`config.mk`:
```
export PLATFORM = sky130hd
export DESIGN_NAME = serial_digit_adder
export DESIGN_NICKNAME = d
export VERILOG_FILES = /design/src/rtl/serial_digit_adder_pkg.sv /design/src/rtl/serial_digit_adder_slice.sv /design/src/rtl/serial_digit_adder.sv
export SDC_FILE = /design/constraint.sdc
export NUM_CORES = 1
export LEC_CHECK = 0
export CAP_MARGIN = 20
export CORE_UTILIZATION = 45
export CTS_BUF_LIST = sky130_fd_sc_hd__clkbuf_8 sky130_fd_sc_hd__clkbuf_16
export DETAILED_ROUTE_END_ITERATION = 10
export DONT_BUFFER_PORTS = 1
export PLACE_DENSITY = 0.58
export SKIP_LAST_GASP = 1
export SYNTH_ARGS = -nofsm -noshare
export SYNTH_HDL_FRONTEND = slang
export SYNTH_SLANG_ARGS = --single-unit
```
`constraint.sdc`:
```
create_clock -name clk -period 4 [get_ports clk]
set_clock_uncertainty 0.1 [all_clocks]
set_input_delay 0.4 -clock clk [delete_from_list [all_inputs] [get_ports clk]]
set_output_delay 0.4 -clock clk [all_outputs]
set_load 0.1 [all_outputs]
```
`src/rtl/serial_digit_adder_pkg.sv`:
```
// Shared definitions for the digit-serial add/subtract unit.
package serial_digit_adder_pkg;

  // Operation sequencing: accept operands, step through digits, hold result.
  typedef enum logic [1:0] {
    S_IDLE = 2'd0,
    S_RUN  = 2'd1,
    S_DONE = 2'd2
  } state_t;

  // Counter width for a digit count, never narrower than one bit.
  function automatic int cnt_width(input int ndig);
    return (ndig > 1) ? $clog2(ndig) : 1;
  endfunction

endpackage

```
`src/rtl/serial_digit_adder_slice.sv`:
```
// One digit of the serial adder: a ripple of 1-bit full adders.
// Also exposes the carry into the top bit so the top can form overflow.
module digit_adder_slice #(
  parameter int DIGIT = 4
) (
  input  logic [DIGIT-1:0] a,
  input  logic [DIGIT-1:0] b,
  input  logic             cin,
  output logic [DIGIT-1:0] s,
  output logic             cout,
  output logic             c_msb
);

  // c[i] is the carry into bit i; c[DIGIT] leaves the digit.
  logic [DIGIT:0] c;

  assign c[0] = cin;

  for (genvar i = 0; i < DIGIT; i++) begin : g_fa
    assign s[i]   = a[i] ^ b[i] ^ c[i];
    assign c[i+1] = (a[i] & b[i]) | (c[i] & (a[i] ^ b[i]));
  end

  assign cout  = c[DIGIT];
  assign c_msb = c[DIGIT-1];

endmodule

```
`src/rtl/serial_digit_adder.sv`:
```
// Multi-cycle add/subtract of WIDTH-bit operands, DIGIT bits per clock,
// least-significant digit first, with valid/ready on both sides.
module serial_digit_adder
  import serial_digit_adder_pkg::*;
#(
  parameter int WIDTH = 16,
  parameter int DIGIT = 4
) (
  input  logic             clk,
  input  logic             rst,
  input  logic             in_valid,
  output logic             in_ready,
  input  logic [WIDTH-1:0] a,
  input  logic [WIDTH-1:0] b,
  input  logic             cin,
  input  logic             sub,
  output logic             out_valid,
  input  logic             out_ready,
  output logic [WIDTH-1:0] sum,
  output logic             cout,
  output logic             ovf
);

  localparam int NDIG = WIDTH / DIGIT;
  localparam int CW   = cnt_width(NDIG);
  localparam logic [CW-1:0] LAST_DIG = CW'(NDIG - 1);

  state_t           state, state_nxt;
  logic [CW-1:0]    cnt;
  logic [WIDTH-1:0] a_q, b_q, sum_q;
  logic             carry_q, cout_q, ovf_q;

  logic [DIGIT-1:0] dig_s;
  logic             dig_cout, dig_c_msb;
  logic             accept, last_dig;

  // Sum digits enter from the top; after NDIG shifts digit 0 sits at the LSB.
  logic [WIDTH+DIGIT-1:0] sum_cat;
  assign sum_cat = {dig_s, sum_q};

  assign accept   = (state == S_IDLE) && in_valid;
  assign last_dig = (cnt == LAST_DIG);

  digit_adder_slice #(.DIGIT(DIGIT)) u_slice (
    .a     (a_q[DIGIT-1:0]),
    .b     (b_q[DIGIT-1:0]),
    .cin   (carry_q),
    .s     (dig_s),
    .cout  (dig_cout),
    .c_msb (dig_c_msb)
  );

  // State register.
  // NOTE: sequential state uses non-blocking (<=) so every flop samples
  // pre-edge values regardless of statement order.
  always_ff @(posedge clk) begin
    if (rst) state <= S_IDLE;
    else     state <= state_nxt;
  end

  // Next-state decode.
  // NOTE: the default is assigned before the case so no path leaves
  // state_nxt unassigned, which would infer a latch.
  always_comb begin
    state_nxt = state;
    case (state)
      S_IDLE:  if (in_valid)  state_nxt = S_RUN;
      S_RUN:   if (last_dig)  state_nxt = S_DONE;
      S_DONE:  if (out_ready) state_nxt = S_IDLE;
      default:                state_nxt = S_IDLE;
    endcase
  end

  // Datapath: latch operands on accept, then process one digit per RUN cycle.
  always_ff @(posedge clk) begin
    if (rst) begin
      cnt     <= '0;
      a_q     <= '0;
      b_q     <= '0;
      sum_q   <= '0;
      carry_q <= 1'b0;
      cout_q  <= 1'b0;
      ovf_q   <= 1'b0;
    end else if (accept) begin
      // Subtraction is a + ~b + 1; cin has no say in that case.
      cnt     <= '0;
      a_q     <= a;
      b_q     <= sub ? ~b : b;
      carry_q <= sub ? 1'b1 : cin;
    end else if (state == S_RUN) begin
      a_q     <= a_q >> DIGIT;
      b_q     <= b_q >> DIGIT;
      sum_q   <= sum_cat[WIDTH+DIGIT-1:DIGIT];
      carry_q <= dig_cout;
      cnt     <= cnt + 1'b1;
      if (last_dig) begin
        cout_q <= dig_cout;
        ovf_q  <= dig_c_msb ^ dig_cout;
      end
    end
  end

  assign in_ready  = (state == S_IDLE);
  assign out_valid = (state == S_DONE);
  assign sum       = sum_q;
  assign cout      = cout_q;
  assign ovf       = ovf_q;

endmodule
```
==> metrics.txt, run 1 <==
gpl congestion=0.708; Clock Path Buffers=2; Final TNS setup=0 ns; Vert. Die Dim=75.5 um; Fill cells=533; critical-path cell list=nor2b_2; Area Growth Syn to Fin=4.79%; H-Tree Depth=2; Hold Startpoint=rst; Leak Pwr=0.902 nW; Post-route DRC=0; Worst-Margin Slew=1.08 ns; Place WS=1.69 ns; largest net degree at the start of global routing=47; fin crit share=0.646; register area share after synthesis=0.453; met2 usage in global routing=0.298; Max Slew Vio Count=0; nature of the critical path endpoint=output port; number of synthesized flops with an enable pin=0; first-pass GRT wire length=7870 um; Final Hold Vio Count=0; Slowest cell on crit path=nor2b_2; critical path arrival=2.08 ns; Pwr Density=452 nW/um^2; # hold bufs at CTS=0; Post-synth top flop=dfxtp_1; met1 Use GR=0.236; CTS tree=done; DRT Pass-1 Iters=4; Max Clk Rate=387 MHz; number of diodes=0; CTS Root Cell=clkbuf_8; critical path class=register to output port; Post-Route Utilization=0.495; Largest stage delay, worst path=1.00 ns; Top Usage Layer GRT=met2; met3 usage=0.0595; hold depth=1; Synth Warn #=0; WL per Instance=14.9 um; I/O Buffers=0; CP max FO=20; worst min path class=input port to register; dpl hpwl=3320 um; final net count=306; row count=26; final total power=0.00115 W; vias post-DR=1832; Max IR drop VDD=0.234 mV; Post-Synthesis Cells=277; grt ovf=0; R2R depth=8; Synthesized Nets=320; initial antenna violation count=0; mean post-synth cell area=8.77 sq um; max_cap viols=0; share of layout cells above drive strength 1=0.0720; hold endpoint=sum[7]$_SDFFE_PP0P_; Clock transition at path regs=0.10 ns; DP Area=2430 sq um; CTS Sinks=55; # resized after CTS=0; post-synthesis instance area=2430 sq um; core box area=5140 sq um; postcts setup bufs=0; r2r startpoint=a_q[0]$_SDFFE_PP0P_; FF-to-FF setup slack=1.69 ns; drt total wl=4990 um; Async SR Flop Fraction=0; Setup crit start kind=register; Die X=75.5 um; Clk Latency, worst-skew pair=0.31 ns; Final Worst Setup Slack=1.42 ns; Slew headroom=0.276; DRT antenna net count=0; vias in the first global route=1657; Iter 0 DRT Violations=71; Bufs and invs on worst path=0; Ports=58; final instance area=2540 sq um; worst r2r dst=sum[15]$_SDFFE_PP0P_; crit-path leading delay family=simple AND/OR/NAND/NOR gates; vias per cell=5.49; fin crit period=2.58 ns; starting density of the core=0.472; Total GRT Usage=0.187; # setup viols final=0; post-synthesis cell type count=31; number of buffers created by CTS=5; die area=5690 sq um; status=finished clean; RSZ-0062 raised after global routing=false; synthesis-stage register bit count=55; Critical Path RT=3.50 ns
## layout by cell type (no fill, tap or decap), types with 3 or more instances in the layout
cell type / synthesis / routed
xnor2_1: 14 / 14
nand3b_1: 4 / 4
o21ai_0: 5 / 5
a21oi_1: 36 / 36
nand3_1: 5 / 5
dfxtp_1: 55 / 55
fa_1: 4 / 4
o22a_1: 4 / 4
inv_1: 9 / 9
o221a_2: 4 / 4
nand2_1: 43 / 43
nor2_1: 27 / 26
clkbuf_8: 0 / 5
xor2_1: 4 / 4
a221o_1: 12 / 12
nand2b_1: 3 / 3
a211oi_1: 9 / 9
## sequential cells by signal, indices dropped and copies added, names as in the netlist
name	count
sum	16
cnt	2
b_q	16
cout	1
ovf	1
carry_q	1
a_q	16
state	2
## cell families after synthesis
kind of cell	synth area share
compound gates	0.213
xor+xnor	0.0649
fa+ha+maj	0.0381
buf+inv	0.0577
flops	0.453
mux	0.00824
simple gates	0.165
## how the worst max path moves through the flow
stage | startpoint | to | slack [ns] | cells after the start
after floorplan | state[1]$_SDFFE_PP0P_ | in_ready | 1.61 | 3
after global placement | a_q[0]$_SDFFE_PP0P_ | sum[15]$_SDFFE_PP0P_ | 1.76 | 8
after detailed placement | a_q[0]$_SDFFE_PP0P_ | sum[15]$_SDFFE_PP0P_ | 1.69 | 8
after CTS | state[1]$_SDFFE_PP0P_ | out_valid | 1.41 | 1
after global routing | state[1]$_SDFFE_PP0P_ | out_valid | 1.32 | 1
final | state[1]$_SDFFE_PP0P_ | out_valid | 1.42 | 1
## routing by layer
| layer | share of wire | up-vias |
|---|---|---|
| li1 | - | 921 |
| met1 | 0.46 | 851 |
| met2 | 0.45 | 52 |
| met3 | 0.071 | 8 |
| met4 | 0.017 | 0 |
| met5 | 0 | - |
## area by class of cell
class | count | area (sq um) | share of cell area
inverters | 9 | 33.8 | 0.0133
flip-flops and latches | 55 | 1100 | 0.433
repair buffers | 2 | 15.0 | 0.00590
well taps | 70 | 87.6 | 0.0344
multi-input cells | 190 | 1190 | 0.470
clock buffers | 5 | 68.8 | 0.0270
clock inverters | 3 | 43.8 | 0.0172
## where the power goes
| part | leakage [nW] | switching, W | internal (W) |
|---|---|---|---|
| clock | 0.0581 | 0.000183 | 0.000187 |
| combinational | 0.393 | 0.0000710 | 0.0000593 |
| sequential | 0.451 | 0.0000674 | 0.000583 |
| total | 0.902 | 0.000321 | 0.000829 |
## cells in the mapped netlist, types with 2 or more instances
library cell,count,area share
o221a_2,4,0.019
nand3_1,5,0.010
buf_2,10,0.021
nor2b_1,3,0.0077
a21oi_1,36,0.074
nand2_1,43,0.066
mux2i_1,2,0.0082
inv_1,9,0.014
o22a_1,4,0.014
nor2_1,27,0.042
nand2b_1,3,0.0077
o21ai_0,5,0.010
nor3_1,2,0.0041
xor2_1,4,0.014
fa_1,4,0.033
clkbuf_1,11,0.017
a211oi_1,9,0.028
nand3b_1,4,0.012
a221o_1,12,0.049
dfxtp_1,55,0.45
xnor2_1,14,0.050
a311oi_1,2,0.0072
## stage by stage
step / instances / hold WS (ns)
4_1_cts: 334 / 0.0305
6_report: 334 / 0.0402
5_1_grt: 334 / 0.0258
2_1_floorplan: 277 / 0.333
3_3_place_gp: 326 / 0.339
3_5_place_dp: 326 / 0.349
(Power assumes the default switching activity.)
==> inputs of run 2 (changes only) <==
--- a/config.mk
+++ b/config.mk
@@ -5,12 +5,13 @@
 export SDC_FILE = /design/constraint.sdc
 export NUM_CORES = 1
 export LEC_CHECK = 0
+export ABC_AREA = 1
 export CAP_MARGIN = 20
 export CORE_UTILIZATION = 45
 export CTS_BUF_LIST = sky130_fd_sc_hd__clkbuf_8 sky130_fd_sc_hd__clkbuf_16
 export DETAILED_ROUTE_END_ITERATION = 10
 export DONT_BUFFER_PORTS = 1
-export PLACE_DENSITY = 0.58
+export PLACE_DENSITY = 0.6
 export SKIP_LAST_GASP = 1
 export SYNTH_ARGS = -nofsm -noshare
 export SYNTH_HDL_FRONTEND = slang
==> constraint.sdc (replaced) <==
create_clock -name clk -period 2.3 [get_ports clk]
set_clock_uncertainty 0.1 [all_clocks]
set_input_delay 0.23 -clock clk [delete_from_list [all_inputs] [get_ports clk]]
set_output_delay 0.23 -clock clk [all_outputs]
set_load 0.1 [all_outputs]
==> metrics.txt, run 2 <==
status=finished clean; Final Hold Vio Count=0; core box area=5570 sq um; Total GRT Usage=0.194; Worst-Margin Slew=0.889 ns; Die X=78.7 um; CTS Sinks=55; H-Tree Depth=2; DRT Pass-1 Iters=4; CTS Root Cell=clkbuf_8; post-synthesis instance area=2650 sq um; Vert. Die Dim=78.7 um; Final TNS setup=0 ns; drt total wl=5540 um; Max IR drop VDD=0.315 mV; CTS tree=done; Fill cells=588; post-placement cell count=474; M1 wire length=2740 um; worst min path class=input port to register; Iter 0 DRT Violations=75; nature of the critical path endpoint=register; postcts setup bufs=0; Post-Synthesis Cells=399; Area contributors post-synth=dfxtp_1 42%, nand2_1 22%, inv_1 6.2%; Slew headroom=0.405; Post-Route Utilization=0.534; Non-Filler Instances=488; metal3 WL=328 um; die area=6190 sq um; Synthesized Nets=442; DRT antenna net count=0; row count=27; commonest non-fill, non-tap cells in the layout=152 x nand2_1, 52 x dfxtp_1, 44 x inv_1, 32 x nor2_1, 27 x a21oi_1; Clk Latency, worst-skew pair=0.30 ns; register area share after synthesis=0.416; Clock transition at path regs=0.09 ns; Synth Warn #=0; Post-synth top flop=dfxtp_1; top-count cell post-synth=nand2_1; vias in the first global route=2179; largest net degree at the start of global routing=38; Synth top cells by count=152 x nand2_1, 55 x dfxtp_1, 44 x inv_1; RSZ-0062 raised after global routing=false; number of buffers created by CTS=5; Area Growth Syn to Fin=12.4%; starting density of the core=0.475; mean post-synth cell area=6.63 sq um; Max Clk Rate=458 MHz; grt ovf=0; I/O Buffers=0; gpl congestion=0.757; Pwr Density=697 nW/um^2; WL per Instance=11.4 um; met2 WL=2410 um; Clock Path Buffers=2; number of diodes=0; dpl hpwl=3680 um; vias per cell=4.85; first-pass GRT wire length=9530 um; Critical Path RT=2.44 ns; Setup crit start kind=register; post-synth top area cell=dfxtp_1; fin crit period=2.19 ns; post-synth top area share=0.416; Post-route DRC=0; # setup viols final=0; final net count=458; DR top layer=met4; CP max FO=2; synthesis-stage register bit count=55; critical path class=register to register; Max Slew Vio Count=0; share of layout cells above drive strength 1=0.103; Ports=58; Leak Pwr=1.49 nW; vias post-DR=2367; max_cap viols=0; post-synthesis cell type count=20; critical path arrival=2.33 ns; initial antenna violation count=0; fin crit share=0.950; commonest non-fill, non-tap cell in the layout=nand2_1; Async SR Flop Fraction=0; number of synthesized flops with an enable pin=0
## run 2: logic make-up (layout without fill, tap and decap cells)
kind of cell,after synthesis,count (layout),synth area share
simple gates,221,221,0.343
buf+inv,68,85,0.103
xor+xnor,5,5,0.0165
compound gates,45,45,0.0865
flops,55,55,0.416
fa+ha+maj,5,5,0.0350
## run 2: report_power, final
part / switching (W) / leakage [nW] / total [W] / internal [W]
Clock: 0.000295 / 0.0505 / 0.000501 / 0.000206
Combinational: 0.000371 / 0.982 / 0.000506 / 0.000135
Sequential: 0.0000430 / 0.453 / 0.00107 / 0.00102
Total: 0.000709 / 1.49 / 0.00207 / 0.00136
## run 2: stage by stage
stage / cell area, sq um / hold slack (ns) / total power, W / setup slack [ns]
2_1_floorplan: 2650 / 0.199 / 0.00150 / 0.208
3_3_place_gp: 2830 / 0.201 / 0.00158 / 0.162
3_5_place_dp: 2830 / 0.203 / 0.00158 / 0.152
4_1_cts: 2970 / 0.00212 / 0.00209 / 0.111
5_1_grt: 2970 / 0.0122 / 0.00218 / 0.00295
6_report: 2970 / 0.0106 / 0.00207 / 0.115
## run 2: metal layers
| layer | vias up | global-route usage |
|---|---|---|
| met2 | 50 | 0.323 |
| met4 | 0 | 0.0611 |
| met3 | 7 | 0.0453 |
| met1 | 1061 | 0.247 |
| met5 | - | 0 |
| li1 | 1249 | - |
## run 2: worst paths after layout
check	start	cells past startpoint	slack, ns	endpoint
worst max register to register	a_q[0]$_SDFFE_PP0P_	8	0.11	sum[15]$_SDFFE_PP0P_
worst min register to register	a_q[1]$_SDFFE_PP0P_	2	0.37	a_q[1]$_SDFFE_PP0P_
worst max-delay path	a_q[0]$_SDFFE_PP0P_	8	0.11	sum[15]$_SDFFE_PP0P_
worst min-delay path	b[14]	3	0.01	b_q[14]$_SDFFE_PP0P_
## run 2: final cells by class
class,instances,area (sq um),area share
flip-flops and latches,55,1100,0.371
multi-input cells,276,1280,0.430
well taps,72,90.1,0.0303
inverters,46,173,0.0581
clock inverters,3,12.5,0.00421
clock buffers,5,68.8,0.0231
repair buffers,31,248,0.0833
## run 2: critical path, cell delays in order, from the launching register on
cell,delay (ns)
dfxtp_2,0.34
fa_1,0.41
inv_1,0.07
fa_1,0.15
inv_1,0.05
fa_1,0.39
inv_2,0.08
fa_2,0.42
a21oi_1,0.12
## run 2: repair_timing
action	in CTS	in global routing
hold buffers	6	0
resized for setup	0	6
setup endpoints to repair	0	3
endpoints found under the hold margin	23	0
==> inputs of run 3 (changes only) <==
--- a/config.mk
+++ b/config.mk
@@ -8,7 +8,6 @@
 export ABC_AREA = 1
 export CAP_MARGIN = 20
 export CORE_UTILIZATION = 45
-export CTS_BUF_LIST = sky130_fd_sc_hd__clkbuf_8 sky130_fd_sc_hd__clkbuf_16
 export DETAILED_ROUTE_END_ITERATION = 10
 export DONT_BUFFER_PORTS = 1
 export PLACE_DENSITY = 0.6
==> metrics.txt, run 3 (synthesis results as in run 2) <==
Worst-Margin Slew=0.891 ns; final net count=458; sequential power share=0.512; critical path arrival=2.32 ns; Die X=78.7 um; Final Hold Vio Count=0; WL per Instance=11.3 um; Top cell by count, worst path=fa_1; Critical Path RT=2.44 ns; DP Area=2830 sq um; die area=6190 sq um; vias post-DR=2360; Non-Filler Instances=488; R2R depth=8; CTS tree=done; Area Growth Syn to Fin=12.4%; final total power=0.00208 W; vias in the first global route=2179; DRT antenna net count=0; Gate power share=0.243; post-placement cell count=474; worst min path class=input port to register; RSZ-0062 raised after global routing=false; internal power=0.00137 W; r2r startpoint=a_q[0]$_SDFFE_PP0P_; CTS Sinks=55; starting density of the core=0.475; drt total wl=5530 um; commonest non-fill, non-tap cells in the layout=152 x nand2_1, 52 x dfxtp_1, 42 x inv_1, 32 x nor2_1, 27 x a21oi_1; CTS Root Cell=clkbuf_8; FF-to-FF setup slack=0.12 ns; critical-path cell list=fa_1 -> inv_1 -> fa_1 -> inv_1 -> fa_1 -> inv_2 -> fa_2 -> a21oi_1; max_cap viols=0; DRT Pass-1 Iters=4; Fill cells=588; row count=27; number of buffers created by CTS=5; # setup viols final=0; Largest stage delay, worst path=0.42 ns; Max Slew Vio Count=0; number of diodes=0; Setup crit start kind=register; Slowest cell on crit path=fa_2; Max IR drop VDD=0.318 mV; share of power burned in the clock network=0.244; Leak Pwr=1.48 nW; worst r2r dst=sum[15]$_SDFFE_PP0P_; dpl hpwl=3680 um; CP max FO=2; net switching power=0.000707 W; Slew headroom=0.404; Switching Share=0.340; Clk Latency, worst-skew pair=0.30 ns; Pwr Density=699 nW/um^2; crit path capture=sum[15]$_SDFFE_PP0P_; final instance area=2970 sq um; nature of the critical path endpoint=register; largest net degree at the start of global routing=38; Post-Route Utilization=0.534; Final TNS setup=0 ns; gpl congestion=0.757; Clock Path Buffers=2; core box area=5570 sq um; initial antenna violation count=0; Clock transition at path regs=0.09 ns; vias per cell=4.84; commonest non-fill, non-tap cell in the layout=nand2_1; Total GRT Usage=0.194; first-pass GRT wire length=9530 um; fin crit share=0.949; fin crit period=2.18 ns; Max Clk Rate=458 MHz; grt ovf=0; Iter 0 DRT Violations=75; I/O Buffers=0; Ports=58; H-Tree Depth=2; critical path class=register to register; Post-route DRC=0; status=finished clean; crit path launch=a_q[0]$_SDFFE_PP0P_; share of layout cells above drive strength 1=0.103; Vert. Die Dim=78.7 um
run 3: changes by cell type in the layout (fill, tap and decap cells not counted):
cell / before / now
clkbuf_1: 0 / 2
inv_1: 44 / 42
run 3: power groups by stage:
stage          sequential [W]  combinational [W]  clock (W)
2_1_floorplan         0.00126           0.000241          0
3_3_place_gp          0.00109           0.000493          0
3_5_place_dp          0.00109           0.000497          0
4_1_cts               0.00107           0.000511   0.000527
5_1_grt               0.00108           0.000556   0.000562
6_report              0.00107           0.000506   0.000508
run 3: repair_timing:
| action | in CTS | in global routing |
|---|---|---|
| hold endpoints to repair | 23 | 0 |
| setup buffers | 0 | 0 |
| endpoints found under the setup margin | 0 | 3 |
| gates resized for setup | 0 | 6 |
| hold buffers | 6 | 0 |
run 3: area by class of cell:
cell class | instances | area [sq um] | share of cell area
Multi-Input combinational cell | 276 | 1280 | 0.430
Tap cell | 72 | 90.1 | 0.0303
Sequential cell | 55 | 1100 | 0.371
Inverter | 46 | 173 | 0.0581
Timing Repair Buffer | 31 | 248 | 0.0833
Clock buffer | 7 | 76.3 | 0.0257
Clock inverter | 1 | 5.00 | 0.00168
run 3: through the flow:
step / hold WS (ns) / worst slack, ns
floorplan: 0.199 / 0.208
global placement: 0.201 / 0.162
detailed placement: 0.203 / 0.152
CTS: 0.00212 / 0.111
global route: 0.0122 / 0.00297
finish: 0.0105 / 0.117
run 3: critical path: cells and delay by family, from the launching register on:
family	cells	cell delay, ns
fa+ha+maj	4	1.37
buf+inv	3	0.20
compound gates	1	0.12
flops	1	0.34
run 3: worst min-delay path by stage:
stage | start | to | slack [ns] | cells after the start
6_report | b[14] | b_q[14]$_SDFFE_PP0P_ | 0.01 | 3
5_1_grt | b[14] | b_q[14]$_SDFFE_PP0P_ | 0.01 | 3
4_1_cts | b[14] | b_q[14]$_SDFFE_PP0P_ | 0.002 | 3
3_5_place_dp | rst | a_q[9]$_SDFFE_PP0P_ | 0.20 | 1
3_3_place_gp | rst | a_q[13]$_SDFFE_PP0P_ | 0.20 | 1
2_1_floorplan | rst | a_q[14]$_SDFFE_PP0P_ | 0.20 | 1
run 3: metal layers:
layer  GRT usage  part of all wire  vias up
met5           0                 0        -
met2       0.323              0.43       49
met4      0.0611             0.011        0
met1       0.247              0.50     1055
li1            -                 -     1249
met3      0.0453             0.058        7
